`config.mk`:
```
export PLATFORM = sky130hd
export DESIGN_NAME = adc_osr_decimator
export DESIGN_NICKNAME = d
export VERILOG_FILES = /design/src/rtl/adc_osr_decimator.sv
export SDC_FILE = /design/constraint.sdc
export NUM_CORES = 1
export LEC_CHECK = 0
export ABC_AREA = 0
export CORE_ASPECT_RATIO = 1.4
export CORE_UTILIZATION = 40
export DETAILED_ROUTE_END_ITERATION = 16
export DONT_BUFFER_PORTS = 1
export GPL_ROUTABILITY_DRIVEN = 0
export PLACE_DENSITY = 0.63
export SLEW_MARGIN = 20
export SYNTH_ARGS = -nofsm -noshare
export SYNTH_HDL_FRONTEND = slang
export SYNTH_SLANG_ARGS = --single-unit
```
`constraint.sdc`:
```
create_clock -name clk -period 3.3 [get_ports clk]
set_input_delay 0.66 -clock clk [delete_from_list [all_inputs] [get_ports clk]]
set_output_delay 0.66 -clock clk [all_outputs]
set_load 0.01 [all_outputs]
```
`src/rtl/adc_osr_decimator.sv`:
```
// Oversampling decimator: sums 4^k ADC results per window, emits one MSB-aligned word 1 cycle after the last sample.
// No backpressure: an unacked word is overwritten on the next completion and overrun_out latches.
module adc_osr_decimator #(
  parameter int DATA_BITS = 12,
  parameter int OUT_BITS  = 16,
  parameter int ACC_BITS  = 20
) (
  input  logic                 clk,
  input  logic                 rst_n,
  input  logic                 enable_in,
  input  logic [2:0]           osr_mode_in,
  input  logic [DATA_BITS-1:0] adc_data_in,
  input  logic                 adc_strobe_in,
  output logic [OUT_BITS-1:0]  dout,
  output logic                 dout_valid,
  input  logic                 dout_ack,
  output logic                 overrun_out,
  output logic [7:0]           window_cnt_out
);

  typedef enum logic [1:0] {S_IDLE, S_ARM, S_ACCUM} state_t;

  state_t               r_state;
  state_t               w_state_nxt;
  logic                 r_strobe_d;
  logic [2:0]           r_mode;
  logic [ACC_BITS-1:0]  r_acc;
  logic [7:0]           r_cnt;
  logic [OUT_BITS-1:0]  r_dout;
  logic                 r_dout_valid;
  logic                 r_overrun;

  logic [2:0]           w_k;
  logic [7:0]           w_last;
  logic                 w_event;
  logic                 w_sample;
  logic                 w_complete;
  logic [ACC_BITS-1:0]  w_sum;
  logic [ACC_BITS-1:0]  w_word;

  // Window geometry comes from the latched mode; unknown modes behave as bypass.
  always_comb begin
    w_k    = 3'd0;
    w_last = 8'd0;
    case (r_mode)
      3'd1: begin w_k = 3'd1; w_last = 8'd3;   end
      3'd2: begin w_k = 3'd2; w_last = 8'd15;  end
      3'd3: begin w_k = 3'd3; w_last = 8'd63;  end
      3'd4: begin w_k = 3'd4; w_last = 8'd255; end
      default: begin w_k = 3'd0; w_last = 8'd0; end
    endcase
  end

  assign w_event    = adc_strobe_in & ~r_strobe_d;
  assign w_sample   = (r_state == S_ACCUM) & enable_in & w_event;
  assign w_complete = w_sample & (r_cnt == w_last);
  assign w_sum      = r_acc + {{(ACC_BITS-DATA_BITS){1'b0}}, adc_data_in};
  assign w_word     = (w_sum >> w_k) << (3'd4 - w_k);

  always_ff @(posedge clk or negedge rst_n) begin
    if (!rst_n) r_state <= S_IDLE;
    else        r_state <= w_state_nxt;
  end

  always_comb begin
    w_state_nxt = r_state;
    if (!enable_in) begin
      w_state_nxt = S_IDLE;
    end else begin
      case (r_state)
        S_IDLE:  w_state_nxt = S_ARM;
        S_ARM:   w_state_nxt = S_ACCUM;
        S_ACCUM: w_state_nxt = S_ACCUM;
        default: w_state_nxt = S_IDLE;
      endcase
    end
  end

  always_ff @(posedge clk or negedge rst_n) begin
    if (!rst_n) begin
      r_strobe_d   <= 1'b0;
      r_mode       <= 3'd0;
      r_acc        <= '0;
      r_cnt        <= 8'd0;
      r_dout       <= '0;
      r_dout_valid <= 1'b0;
      r_overrun    <= 1'b0;
    end else begin
      r_strobe_d <= adc_strobe_in;

      if (!enable_in || r_state == S_IDLE) begin
        r_acc <= '0;
        r_cnt <= 8'd0;
      end else if (r_state == S_ARM) begin
        r_mode <= osr_mode_in;
        r_acc  <= '0;
        r_cnt  <= 8'd0;
      end else if (w_complete) begin
        r_mode <= osr_mode_in;
        r_acc  <= '0;
        r_cnt  <= 8'd0;
      end else if (w_sample) begin
        r_acc <= w_sum;
        r_cnt <= r_cnt + 8'd1;
      end

      // A completion coinciding with an ack replaces the word without flagging overrun.
      if (w_complete) begin
        r_dout       <= w_word[OUT_BITS-1:0];
        r_dout_valid <= 1'b1;
        if (r_dout_valid && !dout_ack) r_overrun <= 1'b1;
      end else if (dout_ack) begin
        r_dout_valid <= 1'b0;
      end

      if (!enable_in) r_overrun <= 1'b0;
    end
  end

  assign dout           = r_dout;
  assign dout_valid     = r_dout_valid;
  assign overrun_out    = r_overrun;
  assign window_cnt_out = r_cnt;

endmodule
```
Word-level counts from Yosys, hierarchy flattened
Index checks and enable logic that the tools add are counted.
{"block": "classes", "muxes": 19, "n_reduce_logical": 11, "n_addsub": 3, "eq_ne": 9, "n_bitwise": 6, "shifts": 2}
{"op": "$mux W20", "n": 4}
{"op": "$mux W8", "n": 4}
{"op": "$pmux W8 S4", "n": 1}
{"op": "$add A20 B12 Y20", "n": 1}
{"op": "$shl A20 B3 Y16", "n": 1}
{"op": "$shr A20 B3 Y20", "n": 1}
{"op": "$pmux W3 S4", "n": 1}
{"op": "$add A8 B1 Y8 const B", "n": 1}
{"op": "$eq A8 B8 Y1", "n": 1}
{"op": "$eq A3 B2 Y1 const B", "n": 2}
{"op": "$mux W3", "n": 2}
{"op": "$mux W1", "n": 5}
{"op": "$and A1 B1 Y1", "n": 4}
{"op": "$ne A2 B1 Y1 const B", "n": 2}
{"op": "$pmux W2 S2", "n": 1}
{"op": "$reduce_and A2 Y1", "n": 2}
{"op": "$reduce_bool A2 Y1", "n": 2}
{"op": "$reduce_bool A4 Y1", "n": 1}
{"op": "$eq A3 B1 Y1 const B", "n": 1}
{"op": "$eq A3 B3 Y1 const B", "n": 1}
{"op": "$sub A3 B3 Y3 const A", "n": 1}
{"op": "$eq A2 B1 Y1 const B", "n": 1}
{"op": "$eq A2 B2 Y1 const B", "n": 1}
{"op": "$logic_not A1 Y1", "n": 2}
{"op": "other kinds (6)", "n": 7}
{"block": "totals", "elab_cells": 58, "output_inout_bits": 26, "register_bits": 52, "input_bits": 20}

Depth between registers and ports, before layout
Gate-level depths: netlist (run 1).
{"block": "depth", "word_depth": 7, "mapped_depth": 12, "depth_no_buf": 10}

Worst setup path after synthesis (run 1)
Ideal clock, no wire load.
{"block": "synth_path", "kind": "input port to flip-flop", "start": "input adc_data_in[0]", "end": "register r_dout[14], in the netlist dout[14]", "setup_ns": 0.136, "arrival_ns": 3.078, "stages": 10, "path_buffers": 0, "required_ns": 3.164, "path_slack_ns": 0.087, "path_cell_list": "ha_1 > fa_1 > a211oi_2 > o32ai_4 > a211o_1 > xnor2_2 > mux2i_1 > mux2_2 > o2111ai_1 > o211ai_1"}
{"block": "synth_via", "elab_chain_cells": 3}
{"element": "from (decl)", "line_no": "12", "rtl": "input logic [DATA_BITS-1:0] adc_data_in,"}
{"element": "$add A20 B12 Y20", "line_no": "57", "rtl": "assign w_sum = r_acc + {{(ACC_BITS-DATA_BITS){1'b0}}, adc_data_in};"}
{"element": "$shr A20 B3 Y20", "line_no": "58", "rtl": "assign w_word = (w_sum >> w_k) << (3'd4 - w_k);"}
{"element": "$shl A20 B3 Y16", "line_no": "58"}
{"element": "to (signal assigned)", "line_no": "109", "rtl": "r_dout <= w_word[OUT_BITS-1:0];"}
{"element": "to (decl)", "line_no": "29", "rtl": "logic [OUT_BITS-1:0] r_dout;"}
No other way between the ends.
A chain may end at the register's enable or synchronous reset.

Final worst setup path (run 1)
{"block": "layout_path", "start": "register r_acc[0]", "end": "register r_dout[14], in the netlist dout[14]"}
{"block": "layout_via", "elab_chain_cells": 3}
{"element": "from (decl)", "line_no": "27", "rtl": "logic [ACC_BITS-1:0] r_acc;"}
{"element": "from (signal assigned)", "line_no": "103", "rtl": "r_acc <= w_sum;"}
{"element": "$add A20 B12 Y20", "line_no": "57"}
{"element": "$shr A20 B3 Y20", "line_no": "58"}
{"element": "$shl A20 B3 Y16", "line_no": "58"}
No other way between the ends.

==> impl_metrics.py, run 1 <==
metrics = {
    "route": {
        "avgViaCountPerCell": 6.239,
        "drt_pass1_iterations": 7,
        "num_vias": 4386,
        "dr.first_iter.drc_count": 311,
        "drt-total-wl_um": 13140,
        "drc": 0,
        "antenna_left": 0,
        "wl_per_cell_um": 18.70,
    },
    "logic_synthesis": {
        "post-synth-top-area-fraction_pct": 28.86,
        "syn_area_um2": 4508,
        "synth_nets": 594,
        "syn_inst": 555,
        "syn_area_per_cell_um2": 8.123,
        "ys_types": 82,
        "ys_warn_count": 0,
        "synthTopCellsByArea": "dfrtp_1 29%, nand2_1 5.5%, ha_1 5.0%",
        "synth_flop_cell": "dfrtp_1",
        "synth_area_leader_cell": "dfrtp_1",
        "synth_edf_count": 0,
        "ys_async_sr_fraction_pct": 100.0,
        "synth.ff_latch_count": 52,
        "ys_seq_area_share_pct": 28.86,
    },
    "setup_path": {
        "worst_setup_path_start_kind": "register",
        "crit_path_max_incr_delay_ns": 0.41,
        "crit_chain": "ha_1, fa_1, a211oi_2, buf_4, o32ai_4, a211o_1, xnor2_2, mux2i_1, mux2_2, o2111ai_1, o211ai_1",
        "cp_data_required_time_ns": 3.47,
        "crit_buf_inv": 1,
        "r2r_start": "r_acc[0]",
        "rrSetupSlack_ns": 0.26,
        "critPathKind": "register to register",
        "reg2reg_to": "dout[14]",
        "cp-end-kind": "register",
        "worst_path_max_delay_cell": "fa_1",
        "reg2reg_depth": 11,
        "crit_family": "compound AO/OA/AOI/OAI gates",
        "worstPathArrival_ns": 3.21,
        "critPathMaxFanout": 6,
    },
    "clocking": {
        "cts_sinks": 52,
        "cts_setup_buffers": 0,
        "cts.root.buffer_cell": "clkbuf_16",
        "cts_buffers": 5,
        "clk_path_buf_depth": 2,
        "cts_hold_buf": 0,
        "cts_resized": 0,
        "clk_latency_ns": 0.30,
        "htree_num_levels": 2,
        "cts.clk_slew.worst_paths_ns": 0.08,
        "cts_tree": "done",
    },
    "floorplan": {
        "start_util_pct": 41.27,
        "die_height_um": 127.6,
        "die_w_um": 91.72,
        "ios": 46,
        "row_count": 45,
        "core-area_um2": 10920,
        "dieArea_um2": 11700,
    },
    "final_layout": {
        "final_cell_mix": "66 x nand2_1, 52 x dfrtp_1, 43 x o21ai_0, 40 x nor2_1, 34 x a21oi_1",
        "antennaDiodeCount": 0,
        "final_common_cell": "nand2_1",
        "drive_gt1_share_pct": 12.46,
        "area_delta_synth_final_pct": 9.214,
        "fin_cells": 703,
        "fin_nets": 600,
    },
    "sta": {
        "relSlewSlack_pct": 27.39,
        "maxSlewViolCount": 0,
        "fin_skew_ns": 0.008178,
        "rsz0062_at_grt": "false",
        "tightestPinTransition_ns": 1.085,
        "period_minus_slack_ns": 3.035,
        "finalHoldViolations": 0,
        "max_freq_mhz": 329.5,
        "setup_viol": 0,
        "setup_slack_ns": 0.2649,
        "final.period_utilization_pct": 91.97,
    },
    "place": {
        "dp.cells": 695,
        "place_ws_ns": -0.02295,
        "place_hpwl_um": 9831,
        "port_buffers": 0,
    },
    "pwr": {
        "max-vdd-ir-drop_uv": 544.9,
        "p_leak_nw": 1.989,
        "power_density_nw_per_um2": 651.4,
        "power.total_mw": 3.207,
    },
    "global_route": {
        "grt_pass1_vias": 4303,
        "grt_use_total_pct": 22.76,
        "grt_first_pass_wirelength_um": 21440,
        "grt_overflow": 0,
        "antenna_found_initial": 0,
        "grt_max_degree": 53,
    },
    "run": {
        "drv_cap": 0,
    },
    "run_status": {
        "status": "completed",
    },
    "min_path": {
        "worstHoldPathType": "input port to asynchronous set/reset pin",
    },
}
==> through the flow <==
step	cell area [µm²]	util (%)	TNS, ns	hold slack [ns]
after floorplan	4508	-	0	0.3644
after global placement	4782	43.78	0	0.3675
after detailed placement	4782	43.78	-0.03581	0.3678
after CTS	4923	45.07	0	0.04051
after global routing	4923	45.07	0	0.03337
final	4923	45.07	0	0.04953
==> how the worst max path moves through the flow <==
stage / from / depth (start not counted) / endpoint
floorplan: adc_data_in[0] / 10 / dout[14]
global placement: adc_data_in[0] / 11 / dout[14]
detailed placement: adc_data_in[0] / 11 / dout[14]
CTS: r_acc[0] / 11 / dout[14]
global route: r_acc[0] / 11 / dout[14]
finish: r_acc[0] / 11 / dout[14]
==> cell usage after synthesis (all sizes together), types with 4 or more instances <==
master,number
a211oi,14
a21o,6
a21oi,36
a221oi,5
a22o,8
a31oi,8
and2,7
and3,6
buf,13
clkbuf,20
dfrtp,52
ha,18
inv,18
mux2,4
mux2i,6
nand2,66
nand2b,6
nand3,23
nand4,7
nor2,41
nor2b,6
nor3,14
o2111ai,5
o211ai,11
o21a,4
o21ai,57
o221ai,6
o31ai,9
or3,9
xnor2,9
xor2,5
==> logic make-up after synthesis <==
kind of cell	synth area share, %
simple gates	21.95
fa+ha+maj	5.440
buf+inv	4.829
xor+xnor	2.887
flops	28.86
compound gates	33.69
mux	2.331
==> state kept, by name, summed over array words and instances, names as in the netlist <==
| name | flops |
|---|---|
| dout | 16 |
| dout_valid | 1 |
| overrun_out | 1 |
| r_acc | 20 |
| r_mode | 3 |
| r_state | 2 |
| r_strobe_d | 1 |
| window_cnt_out | 8 |
==> layer usage <==
metal  part of all wire, %  wire length, µm  vias to the layer above  track usage (%)
met3                   5.2              681                       25            3.512
met2                    50             6537                      157            39.27
met4                   3.0              395                        0            9.835
li1                      -                -                     2099                -
met1                    42             5529                     2105            28.08
met5                     0                0                        -                0
==> worst register-to-register path, delay by kind of cell, from the launching register on <==
family                     cells  cell delay (ns)
muxes                          2             0.45
buffers and inverters          1             0.17
adders and majority gates      2             0.62
xor gates and xnor gates       1             0.28
DFF                            1             0.38
AOI/OAI and AO/OA              5             1.01
==> power by group <==
group          leakage, nW  internal (mW)  switching, mW  total, mW
logic                 1.21          0.688           1.15       1.84
clock network       0.0681          0.285          0.252      0.537
registers            0.711          0.729          0.105      0.833
==> area by class of cell <==
class / count / area [µm²]
fillers: 1101 / 6000
multi-input cells: 450 / 2989
flip-flops and latches: 52 / 1301
repair buffers: 32 / 240.2
well taps: 141 / 176.4
clock buffers: 7 / 132.6
inverters: 20 / 75.07
clock inverters: 1 / 8.758
(Power assumes the default switching activity.)
==> inputs of run 2 (changes only) <==
- GPL_ROUTABILITY_DRIVEN: 0 -> not set
==> impl_metrics.py, run 2 (synthesis results as in run 1) <==
metrics = {
    "sta": {
        "period_minus_slack_ns": 3.039,
        "finalHoldViolations": 0,
        "final.period_utilization_pct": 92.10,
        "relSlewSlack_pct": 53.66,
        "fin_skew_ns": 0.006833,
        "maxSlewViolCount": 0,
        "max_freq_mhz": 329.0,
        "setup_slack_ns": 0.2605,
        "rsz0062_at_grt": "false",
        "tightestPinTransition_ns": 0.6944,
        "setup_viol": 0,
    },
    "floorplan": {
        "start_util_pct": 41.27,
        "dieArea_um2": 11700,
        "die_w_um": 91.72,
        "core-area_um2": 10920,
        "row_count": 45,
        "die_height_um": 127.6,
        "ios": 46,
    },
    "route": {
        "drc": 0,
        "dr_wl_met3_um": 752,
        "antenna_left": 0,
        "avgViaCountPerCell": 6.312,
        "drt_pass1_iterations": 5,
        "dr.first_iter.drc_count": 281,
        "num_vias": 4456,
        "route.met2.wl_um": 6715,
        "wl_per_cell_um": 19.39,
        "drt-total-wl_um": 13690,
        "wirelength_met1_um": 5826,
        "top_layer": "met4",
    },
    "clocking": {
        "clk_latency_ns": 0.30,
        "cts_tree": "done",
        "cts_setup_buffers": 0,
        "cts.root.buffer_cell": "clkbuf_16",
        "cts.clk_slew.worst_paths_ns": 0.07,
        "htree_num_levels": 2,
        "cts_hold_buf": 0,
        "cts_sinks": 52,
        "cts_buffers": 5,
        "clk_path_buf_depth": 2,
        "cts_resized": 0,
    },
    "pwr": {
        "p_switching_mw": 1.519,
        "power_density_nw_per_um2": 653.0,
        "combPwrFrac_pct": 56.2,
        "sw_frac_of_total_pct": 46.93,
        "clockPowerShare_pct": 17.2,
        "p_leak_nw": 2.005,
        "p_int_mw": 1.718,
        "max-vdd-ir-drop_uv": 571.9,
        "pwr-share-seq_pct": 26.6,
    },
    "place": {
        "place_hpwl_um": 10070,
        "port_buffers": 0,
        "place_ws_ns": -0.02062,
        "postPlaceCellArea_um2": 4805,
        "place_congestion": 0.9171,
    },
    "setup_path": {
        "worst_setup_path_start_kind": "register",
        "worstPathArrival_ns": 3.25,
        "crit_chain": "ha_1, fa_1, a211oi_2, buf_4, o32ai_4, a211o_1, a21oi_2, a311oi_1, a2111oi_2, nor3_1, a221oi_2",
        "worst_path_max_delay_cell": "a2111oi_2",
        "cp_data_required_time_ns": 3.51,
        "crit_buf_inv": 1,
        "cp-end-kind": "register",
        "critPathMaxFanout": 6,
        "rrSetupSlack_ns": 0.26,
        "crit_path_max_incr_delay_ns": 0.44,
        "crit_family": "compound AO/OA/AOI/OAI gates",
        "critPathKind": "register to register",
    },
    "final_layout": {
        "fin_area_um2": 4957,
        "final_cell_mix": "66 x nand2_1, 52 x dfrtp_1, 43 x o21ai_0, 39 x nor2_1, 35 x buf_4",
        "drive_gt1_share_pct": 13.27,
        "area_delta_synth_final_pct": 9.964,
        "largest_reg_flops": 20,
        "final_common_cell": "nand2_1",
        "antennaDiodeCount": 0,
        "regMostFlops": "r_acc",
        "fin_nets": 603,
    },
    "global_route": {
        "grt_use_total_pct": 23.94,
        "grt_first_pass_wirelength_um": 22220,
        "antenna_found_initial": 0,
        "grt_max_degree": 53,
        "grt_overflow": 0,
        "grt_pass1_vias": 4334,
    },
    "run_status": {
        "status": "completed",
    },
    "min_path": {
        "worstHoldPathType": "input port to asynchronous set/reset pin",
    },
    "run": {
        "drv_cap": 0,
    },
}
-- run 2: stage by stage --
stage	instances	power [mW]	hold WS [ns]	TNS, ns	util (%)
finish	706	3.237	0.05087	0	45.38
detailed placement	698	2.650	0.3671	-0.03011	43.99
CTS	706	3.221	0.04574	0	45.36
global placement	698	2.637	0.3673	-0.01389	43.99
floorplan	555	2.143	0.3644	0	-
global route	706	3.437	0.03733	0	45.38
-- run 2: final timing paths --
check                              startpoint                end  cells after the start
worst max-delay path                 r_acc[0]           dout[15]                     11
worst min-delay path                    rst_n  window_cnt_out[5]                      0
worst max register to register       r_acc[0]           dout[15]                     11
worst min register to register       r_acc[6]           r_acc[6]                      2
max in group asynchronous               rst_n            dout[8]                      0
min in group clk                adc_strobe_in         r_strobe_d                      0
-- run 2: cell type report --
cell class / count / area, µm²
sequential: 52 / 1301
fill: 1128 / 5966
clock buffer: 7 / 142.6
multi-input combinational: 450 / 2992
tap: 141 / 176.4
timing repair buffer: 35 / 262.8
clock inverter: 1 / 7.507
inverter: 20 / 75.07
-- run 2: routing by layer --
| metal | up-vias | track usage [%] |
|---|---|---|
| met2 | 165 | 41.62 |
| met4 | 0 | 8.915 |
| met1 | 2156 | 29.92 |
| met5 | - | 0 |
| li1 | 2109 | - |
| met3 | 26 | 3.571 |
-- run 2: power groups by stage --
| stage | logic, mW | registers [mW] | clock network, mW |
|---|---|---|---|
| final | 1.82 | 0.862 | 0.557 |
| after global routing | 1.97 | 0.872 | 0.593 |
| after CTS | 1.79 | 0.859 | 0.569 |
| after detailed placement | 1.78 | 0.869 | 0 |
| after global placement | 1.77 | 0.866 | 0 |
| after floorplan | 1.32 | 0.822 | 0 |
